$ cat src/rtl/pool_feed_if.sv
// pool_feed_if: configuration, upstream, pool-side and downstream signals of pool_feed.
interface pool_feed_if #(
    parameter int NUM_WIDTH = 16,
    parameter int CNT_WIDTH = 8
);
    logic [CNT_WIDTH-1:0] cfg_size;
    logic [CNT_WIDTH-1:0] cfg_windows;
    logic                 cfg_valid;
    logic [NUM_WIDTH-1:0] up_data;
    logic                 up_valid;
    logic                 up_ready;
    logic [NUM_WIDTH-1:0] pool_data;
    logic                 pool_valid;
    logic                 pool_restart;
    logic [NUM_WIDTH-1:0] pool_result;
    logic [NUM_WIDTH-1:0] dn_data;
    logic                 dn_valid;
    logic                 dn_ready;
    logic                 done;

    modport master (
        output cfg_size, cfg_windows, cfg_valid, up_data, up_valid, pool_result, dn_ready,
        input  up_ready, pool_data, pool_valid, pool_restart, dn_data, dn_valid, done
    );

    modport slave (
        input  cfg_size, cfg_windows, cfg_valid, up_data, up_valid, pool_result, dn_ready,
        output up_ready, pool_data, pool_valid, pool_restart, dn_data, dn_valid, done
    );
endinterface

$ cat src/rtl/pool_feed.sv
// pool_feed: windows a stream into the pool stage and collects each window maximum
// into a 2-entry credit-protected output FIFO.
module pool_feed #(
    parameter int NUM_WIDTH = 16,
    parameter int CNT_WIDTH = 8,
    parameter int POOL_LAT  = 4
) (
    input logic       clk,
    input logic       rst,
    pool_feed_if.slave bus
);
    typedef enum logic [1:0] {IDLE, RUN, DRAIN} state_t;

    state_t               state;
    logic [CNT_WIDTH-1:0] size_m1;
    logic [CNT_WIDTH-1:0] win_last;
    logic [CNT_WIDTH-1:0] elem;
    logic [CNT_WIDTH-1:0] win;
    logic [POOL_LAT:0]    sr;
    logic [NUM_WIDTH-1:0] mem [2];
    logic                 rd;
    logic                 wr;
    logic [1:0]           cnt;
    logic [3:0]           used;
    logic                 is_last;
    logic                 xfer;
    logic                 push;
    logic                 pop;

    // A last element may only enter when a FIFO slot is reserved for its result.
    assign is_last      = elem == size_m1;
    assign used         = 4'(cnt) + 4'($countones(sr));
    assign bus.up_ready = state == RUN && !(is_last && used >= 4'd2);
    assign xfer         = bus.up_valid && bus.up_ready;
    assign push         = sr[POOL_LAT];
    assign pop          = bus.dn_valid && bus.dn_ready;
    assign bus.dn_valid = cnt != 2'd0;
    assign bus.dn_data  = mem[rd];

    always_ff @(posedge clk or posedge rst) begin
        if (rst) begin
            state            <= IDLE;
            size_m1          <= '0;
            win_last         <= '0;
            elem             <= '0;
            win              <= '0;
            sr               <= '0;
            mem[0]           <= '0;
            mem[1]           <= '0;
            rd               <= 1'b0;
            wr               <= 1'b0;
            cnt              <= 2'd0;
            bus.pool_data    <= '0;
            bus.pool_valid   <= 1'b0;
            bus.pool_restart <= 1'b0;
            bus.done         <= 1'b0;
        end else begin
            bus.pool_valid   <= xfer;
            bus.pool_restart <= xfer && elem == '0;
            if (xfer)
                bus.pool_data <= bus.up_data;
            sr       <= {sr[POOL_LAT-1:0], xfer && is_last};
            bus.done <= 1'b0;
            if (push) begin
                mem[wr] <= bus.pool_result;
                wr      <= !wr;
            end
            if (pop)
                rd <= !rd;
            cnt <= cnt + 2'(push) - 2'(pop);
            if (push && !pop)
                assert (cnt != 2'd2);
            if (state == IDLE && bus.cfg_valid && !bus.done) begin
                size_m1  <= bus.cfg_size == '0 ? '0 : bus.cfg_size - 1'b1;
                win_last <= bus.cfg_windows == '0 ? '0 : bus.cfg_windows - 1'b1;
                elem     <= '0;
                win      <= '0;
                state    <= RUN;
            end
            if (xfer) begin
                elem <= is_last ? '0 : elem + 1'b1;
                if (is_last) begin
                    win <= win + 1'b1;
                    if (win == win_last)
                        state <= DRAIN;
                end
            end
            if (state == DRAIN && pop && cnt == 2'd1 && sr == '0) begin
                state    <= IDLE;
                bus.done <= 1'b1;
            end
        end
    end
endmodule

$ cat src/flat_wrapper.sv
// flat-port wrapper written by rule: the top's interface ports become plain ports
module pool_feed_flat 
#(
    parameter int NUM_WIDTH = 16,
    parameter int CNT_WIDTH = 8,
    parameter int POOL_LAT  = 4
)
  (clk, rst, bus_cfg_size, bus_cfg_windows, bus_cfg_valid, bus_up_data, bus_up_valid, bus_pool_result, bus_dn_ready, bus_up_ready, bus_pool_data, bus_pool_valid, bus_pool_restart, bus_dn_data, bus_dn_valid, bus_done);
  pool_feed_if #(.NUM_WIDTH(NUM_WIDTH), .CNT_WIDTH(CNT_WIDTH)) bus_i ();
  input logic clk;
  input logic rst;
  input wire logic [$bits(bus_i.cfg_size)-1:0] bus_cfg_size;
  input wire logic [$bits(bus_i.cfg_windows)-1:0] bus_cfg_windows;
  input wire logic [$bits(bus_i.cfg_valid)-1:0] bus_cfg_valid;
  input wire logic [$bits(bus_i.up_data)-1:0] bus_up_data;
  input wire logic [$bits(bus_i.up_valid)-1:0] bus_up_valid;
  input wire logic [$bits(bus_i.pool_result)-1:0] bus_pool_result;
  input wire logic [$bits(bus_i.dn_ready)-1:0] bus_dn_ready;
  output wire logic [$bits(bus_i.up_ready)-1:0] bus_up_ready;
  output wire logic [$bits(bus_i.pool_data)-1:0] bus_pool_data;
  output wire logic [$bits(bus_i.pool_valid)-1:0] bus_pool_valid;
  output wire logic [$bits(bus_i.pool_restart)-1:0] bus_pool_restart;
  output wire logic [$bits(bus_i.dn_data)-1:0] bus_dn_data;
  output wire logic [$bits(bus_i.dn_valid)-1:0] bus_dn_valid;
  output wire logic [$bits(bus_i.done)-1:0] bus_done;
  assign bus_i.cfg_size = bus_cfg_size;
  assign bus_i.cfg_windows = bus_cfg_windows;
  assign bus_i.cfg_valid = bus_cfg_valid;
  assign bus_i.up_data = bus_up_data;
  assign bus_i.up_valid = bus_up_valid;
  assign bus_i.pool_result = bus_pool_result;
  assign bus_i.dn_ready = bus_dn_ready;
  assign bus_up_ready = bus_i.up_ready;
  assign bus_pool_data = bus_i.pool_data;
  assign bus_pool_valid = bus_i.pool_valid;
  assign bus_pool_restart = bus_i.pool_restart;
  assign bus_dn_data = bus_i.dn_data;
  assign bus_dn_valid = bus_i.dn_valid;
  assign bus_done = bus_i.done;
  pool_feed #(.NUM_WIDTH(NUM_WIDTH), .CNT_WIDTH(CNT_WIDTH), .POOL_LAT(POOL_LAT)) u_core (.clk(clk), .rst(rst), .bus(bus_i));
endmodule
$ cat config.mk
export PLATFORM = sky130hd
export DESIGN_NAME = pool_feed_flat
export DESIGN_NICKNAME = d
export VERILOG_FILES = /design/src/rtl/pool_feed_if.sv /design/src/rtl/pool_feed.sv /design/src/flat_wrapper.sv
export SDC_FILE = /design/constraint.sdc
export NUM_CORES = 1
export LEC_CHECK = 0
export CORE_AREA = 3 3 119 121
export DETAILED_ROUTE_END_ITERATION = 10
export DIE_AREA = 0 0 122 124
export DONT_BUFFER_PORTS = 1
export PLACE_DENSITY = 0.54
export SETUP_SLACK_MARGIN = 0.5
export SLEW_MARGIN = 15
export SYNTH_ARGS = -nofsm -noshare
export SYNTH_HDL_FRONTEND = slang
export SYNTH_SLANG_ARGS = --single-unit
$ cat constraint.sdc
create_clock -name clk -period 3 [get_ports clk]
set_clock_uncertainty 0.1 [all_clocks]
set_input_delay 0.6 -clock clk [delete_from_list [all_inputs] [get_ports clk]]
set_output_delay 0.6 -clock clk [all_outputs]
set_load 0.05 [all_outputs]
* After elaboration in Yosys (flattened, before gate mapping)
Cells that the tools add are included.
Cells by class: add/sub/neg operators 11, order comparisons 4, equal/unequal tests 5, muxes and demuxes 20, bitwise logic cells 2, reduce and logical (&&, ||, !) cells 23
Operators by type and width (number):
- $mux 16 | 4
- $mux 8 | 8
- $bwmux 32 | 1
- $logic_not 8->1 | 3
- $add 8x1->8 const B | 2
- $demux 16 s1 | 1
- $eq 8x8->1 | 2
- $sub 8x1->8 const B | 2
- $logic_and 1x1->1 | 12
- $mux 2 | 5
- $logic_not 5->1 | 1
- $add 1x1->2 | 2
- $add 2x4->4 | 1
- $add 4x1->4 | 1
- $add 4x4->4 | 1
- $eq 2x1->1 const B | 2
- $ge 2x2->1 const B | 2
- $ge 4x2->1 const B | 1
- $logic_not 1->1 | 4
- $not 1->2 | 2
- $reduce_bool 2->1 | 2
- $add 2x1->2 | 1
- $eq 2x2->1 const B | 1
- $logic_not 2->1 | 1
- other kinds (3) | 3
Storage, ports and cells: flip-flop bits (word level) 94, input bits 53, output and inout port bits 37, word-level logic and storage cells 80

* Logic depth before layout (Yosys ltp)
depth in word-level cells 11, gate-level depth with buffers 14, gate-level depth less buffers 13

* Worst setup path before layout
Ideal clock, no wire load.
kind flip-flop to output port, start register u_core.sr[2], end output port bus_up_ready, arrival 3.462 ns, data required time 2.300 ns, path slack -1.162 ns, stages on the path, launching flop included 12, path buffers 0, cell sequence dfrtp_1 > inv_1 > ha_1 > inv_1 > fa_1 > inv_1 > ha_1 > inv_1 > fa_1 > nor4bb_1 > a32oi_1 > a311oi_1
On the way: word-level cells in the longest chain between the ends 8
RTL lines:
- start: declaration | line pool_feed.sv:19 | logic [POOL_LAT:0] sr;
- start signal: assignment | line pool_feed.sv:62 | sr <= {sr[POOL_LAT-1:0], xfer && is_last};
- $add 1x1->2 (not written as such) | line pool_feed.sv:32 | assign used = 4'(cnt) + 4'($countones(sr));
- $add 4x4->4 (not written as such) | line pool_feed.sv:32
- $add 4x1->4 (not written as such) | line pool_feed.sv:32
- $add 2x4->4 | line pool_feed.sv:32
- $ge 4x2->1 | line pool_feed.sv:33 | assign bus.up_ready = state == RUN && !(is_last && used >= 4'd2);
- $logic_and 1x1->1 | line pool_feed.sv:33
- $logic_not 1->1 | line pool_feed.sv:33
- $logic_and 1x1->1 | line pool_feed.sv:33
- end: declaration | line flat_wrapper.sv:19 | output wire logic [$bits(bus_i.up_ready)-1:0] bus_up_ready;
Every way passes these cells.

* Final worst setup path
start register u_core.sr[0], end output port bus_up_ready
Same word-level chain as after synthesis.

==> results.cfg <==
[status]
status = finished with violations
failing_checks = setup timing

[route]
post-route-drc-count = 0
drt_iter0_markers = 151
routedWlPerCell_um = 16.2
drt-total-wl_mm = 9.61
vias_per_cell = 4.99
drt_first_pass_iters = 4
route.vias.total = 2961
ant_nets = 0

[clock_tree]
clock_sink_count = 94
root_buffer = sky130_fd_sc_hd__clkbuf_16
clock_slew_at_the_register_clock_pins_of_the_worst_setup_and_hold_paths_ns = 0.07
ctsHtreeMaxLevel = 3
insertion_delay_ns = 0.34
cts_tree = yes
ctsLongestPathBuffers = 2
number_of_cts_inserted_buffers = 9
holdBufCountCts = 0

[global_routing]
grtUsageMet3 = 0.0563
grt.met2_usage = 0.219
grt_pass1_wl_mm = 15.8
busiest_layer = met2
grt_util_all_layers = 0.134
gr-usage-met1 = 0.165
via_count_of_the_first_global_routing_pass = 3120
grt_start_max_net_pins = 51
grt_remaining_overflow = 0
initial_antenna_violation_count = 0

[floorplan]
chipWidth_um = 122
floorplan.die.height_um = 124
start_util = 0.345
die-area_um2 = 15100
top_level_ports = 90
core.rowCount = 42
core_region_area_um2 = 13200

[finish]
num-fill-cells = 1251
diodes = 0
area_delta_synth_final_pct = 23.0
instances_no_fill = 593
num-nets-final = 481
layout-drive-gt1-share = 0.369
core_util_final = 0.425

[power]
power_per_cell_area_nw_per_um2 = 1060
static-leakage-power_nw = 2.52
irDropWorstVdd_mv = 0.353

[sta]
setup_viol_count_final = 38
fmax_mhz = 258
max_slew.worst_pin.slew_ns = 1.05
timing.hold.ws_ns = 0.193
unrepaired_setup_endpoints_after_global_routing = true
final_critical_path_required_period_ns = 3.88
report.final.slew_viol_count = 0
slew_headroom = 0.300
hold_viol = 0
timing.final.ws_setup_ns = -0.877
final.period_utilization = 1.29

[hold_path]
hp-class = in -> async

[yosys]
postSynthNetCount = 447
syn-cell-area_um2 = 4550
synth_sequential_area_ratio = 0.517
mean_instance_size_in_the_synthesized_netlist_um2 = 12.0
dominantRegCellSynth = sky130_fd_sc_hd__dfrtp_1
yosysUniqueCellTypes = 48
post_synth_inst_count = 378
synth_seq_cells = 94
yosysWarningCount = 0
async_flop_share = 1.00
number_of_enable_type_register_cells_in_the_synthesized_netlist = 0

[placement]
dp_slack_ns = -0.578
place.detailed.instances = 564
finalWeightedCongestion = 0.728
dp_hpwl_mm = 6.44
placement.io_buffers = 0

[job]
maxcap_violations = 0

[worst_setup_path]
r2r_depth = 17
critical_path.endpoint_type = output port
critical_path.max_fanout = 2
startpoint_type = flop
rr_endpoint = u_core.bus.pool_data[15]
required_ns = 2.30
reg2reg_from = u_core.sr[3]
reg2reg_slack_ns = -0.68
startpoint = u_core.sr[0]
setup.worst_path.class = reg -> out
timing.critical_path.arrival_ns = 3.18
timing.critical_path.to = bus_up_ready
-- sequential cells by signal (all words and copies together) (netlist names), 2 cells and up --
name / flops
u_core.mem: 32
u_core.bus.pool_data: 16
u_core.elem: 8
u_core.size_m1: 8
u_core.win: 8
u_core.win_last: 8
u_core.sr: 5
u_core.cnt: 2
u_core.state: 2
-- final cells by class --
cell class | count | area [um2] | area share
Clock buffer | 11 | 243 | 0.0433
Clock inverter | 5 | 35.0 | 0.00626
Inverter | 22 | 86.3 | 0.0154
Multi-Input combinational cell | 252 | 2300 | 0.411
Sequential cell | 94 | 2350 | 0.420
Tap cell | 176 | 220 | 0.0393
Timing Repair Buffer | 33 | 363 | 0.0648
-- through the flow --
| stage | cell area (um2) | setup TNS (ns) | total power [W] |
|---|---|---|---|
| 2_1_floorplan | 4590 | -9.08 | 0.00407 |
| 3_3_place_gp | 4930 | -15.06 | 0.00442 |
| 3_5_place_dp | 4930 | -17.98 | 0.00448 |
| 4_1_cts | 5530 | -17.80 | 0.00594 |
| 5_1_grt | 5600 | -26.44 | 0.00628 |
| 6_report | 5600 | -20.87 | 0.00592 |
-- power breakdown --
part	total (W)	switching, W	leakage [nW]	internal (W)
Sequential	0.00248	0.000776	1.18	0.00171
Combinational	0.00238	0.00128	1.20	0.00110
Clock	0.00106	0.000474	0.135	0.000585
Total	0.00592	0.00253	2.52	0.00339
-- critical path: stages (launching register included) --
cell	delay, ns
sky130_fd_sc_hd__dfrtp_1	0.37
sky130_fd_sc_hd__inv_1	0.12
sky130_fd_sc_hd__ha_4	0.22
sky130_fd_sc_hd__inv_2	0.05
sky130_fd_sc_hd__fa_1	0.40
sky130_fd_sc_hd__inv_1	0.07
sky130_fd_sc_hd__ha_2	0.18
sky130_fd_sc_hd__inv_2	0.04
sky130_fd_sc_hd__fa_2	0.53
sky130_fd_sc_hd__nor4bb_4	0.22
sky130_fd_sc_hd__a32oi_2	0.12
sky130_fd_sc_hd__a311oi_4	0.35
sky130_fd_sc_hd__buf_12	0.18
-- synth_stat cells, types with 2 or more instances --
| library cell | number | area, um2 |
|---|---|---|
| sky130_fd_sc_hd__mux2i_1 | 2 | 20.0 |
| sky130_fd_sc_hd__nand3_1 | 5 | 25.0 |
| sky130_fd_sc_hd__o21ai_0 | 19 | 95.1 |
| sky130_fd_sc_hd__fa_1 | 3 | 60.1 |
| sky130_fd_sc_hd__a22o_1 | 3 | 26.3 |
| sky130_fd_sc_hd__nor3b_1 | 3 | 22.5 |
| sky130_fd_sc_hd__nor4_1 | 2 | 12.5 |
| sky130_fd_sc_hd__buf_2 | 2 | 10.0 |
| sky130_fd_sc_hd__and3_1 | 4 | 25.0 |
| sky130_fd_sc_hd__or3_1 | 3 | 18.8 |
| sky130_fd_sc_hd__ha_1 | 13 | 163 |
| sky130_fd_sc_hd__nand4_1 | 4 | 25.0 |
| sky130_fd_sc_hd__nand2b_1 | 4 | 25.0 |
| sky130_fd_sc_hd__nor3_1 | 6 | 30.0 |
| sky130_fd_sc_hd__mux2_2 | 65 | 732 |
| sky130_fd_sc_hd__a31oi_1 | 2 | 12.5 |
| sky130_fd_sc_hd__nor2b_1 | 2 | 12.5 |
| sky130_fd_sc_hd__o2bb2ai_1 | 2 | 17.5 |
| sky130_fd_sc_hd__xor2_1 | 10 | 87.6 |
| sky130_fd_sc_hd__and2_1 | 3 | 18.8 |
| sky130_fd_sc_hd__a21o_1 | 4 | 30.0 |
| sky130_fd_sc_hd__nor2_1 | 11 | 41.3 |
| sky130_fd_sc_hd__or4_1 | 2 | 15.0 |
| sky130_fd_sc_hd__nand2_1 | 27 | 101 |
| sky130_fd_sc_hd__inv_1 | 22 | 82.6 |
| sky130_fd_sc_hd__xnor2_1 | 18 | 158 |
| sky130_fd_sc_hd__a221o_1 | 3 | 30.0 |
| sky130_fd_sc_hd__or2_2 | 5 | 31.3 |
| sky130_fd_sc_hd__nor4_4 | 2 | 42.5 |
| sky130_fd_sc_hd__a21oi_1 | 9 | 45.0 |
| sky130_fd_sc_hd__clkbuf_1 | 7 | 26.3 |
| sky130_fd_sc_hd__dfrtp_1 | 94 | 2350 |
| sky130_fd_sc_hd__o31ai_1 | 2 | 15.0 |
-- cells by family after synthesis --
group / after synthesis / share of synthesized area
and+or+nand+nor: 91 / 0.117
muxes: 67 / 0.165
AOI/OAI and AO/OA: 50 / 0.0717
DFF: 94 / 0.517
xor gates and xnor gates: 28 / 0.0539
buffers and inverters: 32 / 0.0269
adders and majority gates: 16 / 0.0489
-- layout by cell type (no fill, tap or decap), types with 3 or more instances in the layout --
cell                        Yosys  final
sky130_fd_sc_hd__clkbuf_16      0      9
sky130_fd_sc_hd__and3_1         4      3
sky130_fd_sc_hd__a221o_1        3      3
sky130_fd_sc_hd__or2_2          5      5
sky130_fd_sc_hd__buf_12         0      4
sky130_fd_sc_hd__nor3b_1        3      3
sky130_fd_sc_hd__a21oi_1        9      5
sky130_fd_sc_hd__nand2b_1       4      4
sky130_fd_sc_hd__inv_2          0      7
sky130_fd_sc_hd__dfrtp_1       94     93
sky130_fd_sc_hd__buf_4          0     20
sky130_fd_sc_hd__nand2_1       27     27
sky130_fd_sc_hd__nor3_1         6      5
sky130_fd_sc_hd__buf_8          0      4
sky130_fd_sc_hd__a22o_1         3      3
sky130_fd_sc_hd__ha_1          13     10
sky130_fd_sc_hd__mux2_2        65     48
sky130_fd_sc_hd__nand4_1        4      4
sky130_fd_sc_hd__xnor2_1       18     18
sky130_fd_sc_hd__nor2_1        11     10
sky130_fd_sc_hd__o21ai_0       19     17
sky130_fd_sc_hd__xor2_1        10     10
sky130_fd_sc_hd__buf_6          0      4
sky130_fd_sc_hd__a21oi_2        0      4
sky130_fd_sc_hd__nand3_1        5      4
sky130_fd_sc_hd__inv_1         22     14
sky130_fd_sc_hd__a21o_1         4      4
sky130_fd_sc_hd__mux2_4         0     17
-- routing by layer --
| layer | part of all wire | vias to the layer above |
|---|---|---|
| met5 | 0 | - |
| met4 | 0.0075 | 0 |
| met3 | 0.077 | 5 |
| met2 | 0.49 | 79 |
| met1 | 0.43 | 1486 |
| li1 | - | 1391 |
-- repair_timing --
item,CTS,global route
gates resized for setup,54,10
setup buffers,7,2
pin swaps,14,5
gates cloned,4,0
setup endpoints to repair,38,54
-- worst min-delay path by stage --
stage	to	slack, ns
2_1_floorplan	u_core.sr[2]	0.28
3_5_place_dp	u_core.sr[1]	0.37
6_report	u_core.bus.pool_data[6]	0.19
4_1_cts	u_core.bus.pool_data[14]	0.21
3_3_place_gp	u_core.sr[1]	0.36
5_1_grt	u_core.bus.pool_data[6]	0.23
(Power assumes the default switching activity.)
